## src/rtl/bist_vector_mem.sv

```systemverilog
// bist_vector_mem
// Test-vector store and read responder for the on-chip BIST engine.
// The JTAG data-register path loads vectors serially into load_sr
// ({waddr, wdata}); update_en commits them to the array, either at the
// address held in load_sr (burst = 0) or at an auto-incrementing pointer
// (burst = 1). The BIST engine reads with read_mem/addr and gets mem_data
// one clock later. Writes are refused while bist_active is high.
//
// Ports:
//   clk, rst_n            system clock, async active-low reset
//   read_mem, addr        read request and address from the BIST engine
//   mem_data              registered read data
//   shift_en, tdi, tdo    serial load path (tdo = load_sr[0])
//   update_en, burst      commit strobe and commit mode
//   bist_active           write lockout
//   clr_err, write_err    sticky rejected-write flag and its clear
//   wr_count              accepted writes, saturating at 9'h1FF
module bist_vector_mem #(
  parameter int ADDR_W = 8,
  parameter int DATA_W = 8
) (
  input  logic              clk,
  input  logic              rst_n,
  input  logic              read_mem,
  input  logic [ADDR_W-1:0] addr,
  output logic [DATA_W-1:0] mem_data,
  input  logic              shift_en,
  input  logic              tdi,
  output logic              tdo,
  input  logic              update_en,
  input  logic              burst,
  input  logic              bist_active,
  input  logic              clr_err,
  output logic              write_err,
  output logic [8:0]        wr_count
);

  localparam int SR_W  = ADDR_W + DATA_W;
  localparam int DEPTH = 1 << ADDR_W;

  logic [DATA_W-1:0] mem [DEPTH];
  logic [SR_W-1:0]   load_sr;
  logic [ADDR_W-1:0] ptr;

  logic              wr_en;
  logic [ADDR_W-1:0] wr_addr;
  logic [DATA_W-1:0] wr_data;

  // Commit decode uses the pre-shift load_sr, so a shift in the same cycle
  // does not disturb the word being written.
  always_comb begin
    wr_en   = update_en & ~bist_active;
    wr_addr = burst ? ptr : load_sr[SR_W-1:DATA_W];
    wr_data = load_sr[DATA_W-1:0];
  end

  assign tdo = load_sr[0];

  // Array is deliberately not reset so vectors survive a reset.
  always_ff @(posedge clk) begin
    if (wr_en) mem[wr_addr] <= wr_data;
  end

  always_ff @(posedge clk or negedge rst_n) begin
    if (!rst_n) begin
      load_sr   <= '0;
      ptr       <= '0;
      wr_count  <= '0;
      write_err <= 1'b0;
      mem_data  <= '0;
    end else begin
      if (shift_en) load_sr <= {tdi, load_sr[SR_W-1:1]};

      if (wr_en) begin
        ptr <= wr_addr + ADDR_W'(1);
        if (wr_count != 9'h1FF) wr_count <= wr_count + 9'd1;
      end

      // A rejected commit beats a simultaneous clear.
      if (update_en && bist_active) write_err <= 1'b1;
      else if (clr_err)             write_err <= 1'b0;

      // Write-first bypass: the array write lands after this edge.
      if (read_mem) begin
        if (wr_en && (wr_addr == addr)) mem_data <= wr_data;
        else                            mem_data <= mem[addr];
      end
    end
  end

endmodule

```

## config.mk

```make
export PLATFORM = sky130hd
export DESIGN_NAME = bist_vector_mem
export DESIGN_NICKNAME = d
export VERILOG_FILES = /design/src/rtl/bist_vector_mem.sv
export SDC_FILE = /design/constraint.sdc
export NUM_CORES = 2
export LEC_CHECK = 0
export CAP_MARGIN = 40
export CORE_MARGIN = 2
export CORE_UTILIZATION = 55
export CTS_BUF_LIST = sky130_fd_sc_hd__clkbuf_2
export DETAILED_ROUTE_END_ITERATION = 10
export PLACE_DENSITY = 0.68
export SLEW_MARGIN = 40
export SYNTH_ARGS = -nofsm -noshare
export SYNTH_HDL_FRONTEND = slang
export SYNTH_SLANG_ARGS = --single-unit
```

## constraint.sdc

```tcl
create_clock -name clk -period 9.6 [get_ports clk]
set_input_delay 2.88 -clock clk [delete_from_list [all_inputs] [get_ports clk]]
set_output_delay 2.88 -clock clk [all_outputs]
set_load 0.005 [all_outputs]
```

==> impl_metrics.csv <==
group,metric,value,unit
status,status,"completed",
sta,relSlewSlack,22.33,%
worst_setup_path,cpMaxStageDelayCell,"dfrtp_4",
global_routing,grt_pass1_wl,290300,um
floorplanning,start_util,55.35,%
power,peakVddDrop,228.5,uV
drt,routed_wl,201800,um
global_routing,grt_overflow,0,
placed_design,port-buffer-count,35,
worst_setup_path,critPathCaptureType,"primary output",
worst_setup_path,crit_arrival,3.23,ns
cells_and_area,layout_commonest_cell,"edfxtp_1",
sta,postLayoutSetupSlackWorst,3.493,ns
worst_setup_path,crit_path_cell_trace,"clkdlybuf4s50_1",
logic_synthesis,synth_fp_nets,3963,
cells_and_area,utilization,60.06,%
sta,rsz0062_at_grt,"false",
logic_synthesis,yosys.area.top_type_share,75.24,%
worst_setup_path,cp-start-kind,"register",
cts,cts.clk_slew.worst_paths,0.11,ns
logic_synthesis,syn_inst,3940,
sta,skew,0.2198,ns
sta,fmax,0.1637,GHz
cells_and_area,final_cell_mix,"edfxtp_1 (2048), clkbuf_2 (676), mux4_2 (475)",
power,p_per_area,222.0,mW/mm^2
sta,worstMarginPinSlew,1.165,ns
cells_and_area,nets,4351,
cts,cts_resized,0,
global_routing,grt_pass1_vias,42310,
cts,hold_buffers,0,
cells_and_area,area.growth.synth_to_final,8.502,%
drt,vias,42000,
placed_design,gp_congestion,0.8851,
cts,cts_buffer_depth,4,
floorplanning,die_h,389.5,um
drt,ant_nets,0,
logic_synthesis,ys_top_cells_by_area,"edfxtp_1 (75%), mux4_2 (13%), mux2i_1 (1.6%)",
logic_synthesis,netlist_area,0.08173,mm^2
cts,cts_tree,"done",
drt,dr.pass1.iters,6,
cells_and_area,drive_gt1_share,31.30,%
cts,cts.sinks,2090,
worst_setup_path,cp.required,6.72,ns
logic_synthesis,yosysTopAreaCell,"edfxtp_1",
logic_synthesis,yosys_warnings,0,
cts,post_cts_buffers,0,
logic_synthesis,synth_cell_types,68,
logic_synthesis,synth_edf_count,2048,
cts,insertion_delay,1.87,ns
drt,remaining_drc_errors,0,
worst_setup_path,crit_buf_inv,1,
cts,htree_levels,5,
floorplanning,dieArea,0.1517,mm^2
worst_setup_path,crit_fanout,40,
min_path,min_path_type,"register to register",
global_routing,track_usage,26.83,%
sta,finalSetupViolCount,0,
placed_design,dp_slack,2.489,ns
sta,post-route-period-util,63.62,%
logic_synthesis,ys_seq_area_share,76.53,%
logic_synthesis,async_flop_share,2.010,%
flow_run,maxCapViolCount,0,
floorplanning,fp.dieW,389.5,um
drt,wl_per_cell,30.46,um
drt,drt-initial-drc-count,4885,
global_routing,antenna_found_initial,5,
cts,cts_buffers,495,
cts,cts_root_buf,"clkbuf_2",
sta,fin_crit,6.107,ns
floorplanning,core-area,0.1477,mm^2
floorplanning,ios,36,
global_routing,grt_start_max_net_pins,172,
placed_design,dp_hpwl,122000,um
floorplanning,row_count,141,
logic_synthesis,avgSynthCellArea,20.74,um^2
worst_setup_path,crit_path_max_incr_delay,0.85,ns
power,leakage,28.36,nW
logic_synthesis,ys.flop_type,"edfxtp_1",
sta,slew_viol_final,0,
sta,hold_viol,0,
drt,vias_per_cell,6.340,
worst_setup_path,cp_top_family,"flip-flops",
sta,fin_tns_setup,0,ns
worst_setup_path,worstSetupPathType,"register to primary output",
logic_synthesis,ys_ff_latch,2090,
[synth_stat cells (10+ instances only)]
cell type / count
nand2_1: 141
a22o_1: 11
nand4_1: 25
mux2i_1: 129
o22ai_1: 15
mux4_2: 475
buf_6: 34
a211oi_1: 28
dfrtp_1: 42
o21ai_1: 10
o21ai_0: 22
clkbuf_1: 74
nand2b_1: 14
mux2_2: 40
and2_1: 10
nor2_1: 289
and3_1: 20
buf_2: 52
o211ai_1: 15
edfxtp_1: 2048
a21oi_1: 52
xnor2_1: 18
inv_1: 10
a22oi_1: 87
nand3_1: 51
nor3_1: 14
nor2b_1: 37
buf_4: 54
[worst paths after layout]
check | depth (start not counted) | endpoint | startpoint | slack (ns)
max | 1 | tdo | load_sr[0] | 3.49
min | 1 | load_sr[9] | load_sr[10] | 0.50
max reg2reg | 5 | mem[130][0] | load_sr[8] | 5.81
min reg2reg | 1 | load_sr[9] | load_sr[10] | 0.50
max in group asynchronous | 1 | wr_count[6] | rst_n | 7.99
min in group asynchronous | 1 | mem_data[7] | rst_n | 1.05
[report_power, final]
part           switching [mW]  leakage, nW  internal (mW)  total, mW
logic                    1.92         6.09          0.535       2.45
registers               0.321         19.0           11.4       11.7
clock network            3.41         3.26           2.10       5.51
total                    5.65         28.4           14.0       19.7
[sequential cells by signal (all words and copies together), names as in the netlist]
name / cells
ptr: 8
wr_count: 9
write_err: 1
mem_data: 8
load_sr: 16
mem: 2048
[metal layers]
metal | part of all wire [%] | GRT usage, % | wire length (um) | vias up
met5 | 0.0099 | 0 | 20 | -
met4 | 3.3 | 10.51 | 6588 | 4
met3 | 10 | 6.947 | 20430 | 365
met2 | 47 | 40.56 | 95520 | 2435
met1 | 39 | 37.99 | 79210 | 21790
li1 | - | - | - | 17400
[area by class of cell]
cell class | instances | area, um^2
sequential | 2090 | 62580
fill | 10620 | 58980
multi-input combinational | 1608 | 18060
clock buffer | 676 | 3383
tap | 1930 | 2415
timing repair buffer | 121 | 1267
clock inverter | 183 | 918.4
inverter | 12 | 45.04
antenna | 4 | 10.01
[cell families (layout without fill, tap and decap cells)]
kind of cell	Yosys count	after routing	share of synthesized area [%]
DFF	2090	2090	76.53
muxes	644	644	15.22
and+or+nand+nor	632	632	3.467
AOI/OAI and AO/OA	306	306	2.653
buffers and inverters	242	992	1.826
xor gates and xnor gates	20	20	0.2143
adders and majority gates	6	6	0.09185
other	0	4	0
[stage by stage]
step | instance area [um^2] | hold slack (ns) | power [mW] | instances
floorplan | 81730 | 0.4454 | 13.25 | 3940
global placement | 83830 | 0.4662 | 14.21 | 5753
detailed placement | 84110 | 0.4737 | 14.35 | 5757
CTS | 88410 | 0.5007 | 19.75 | 6616
global route | 88680 | 0.5102 | 20.41 | 6623
finish | 88680 | 0.5011 | 19.69 | 6624
(Power assumes the default switching activity.)
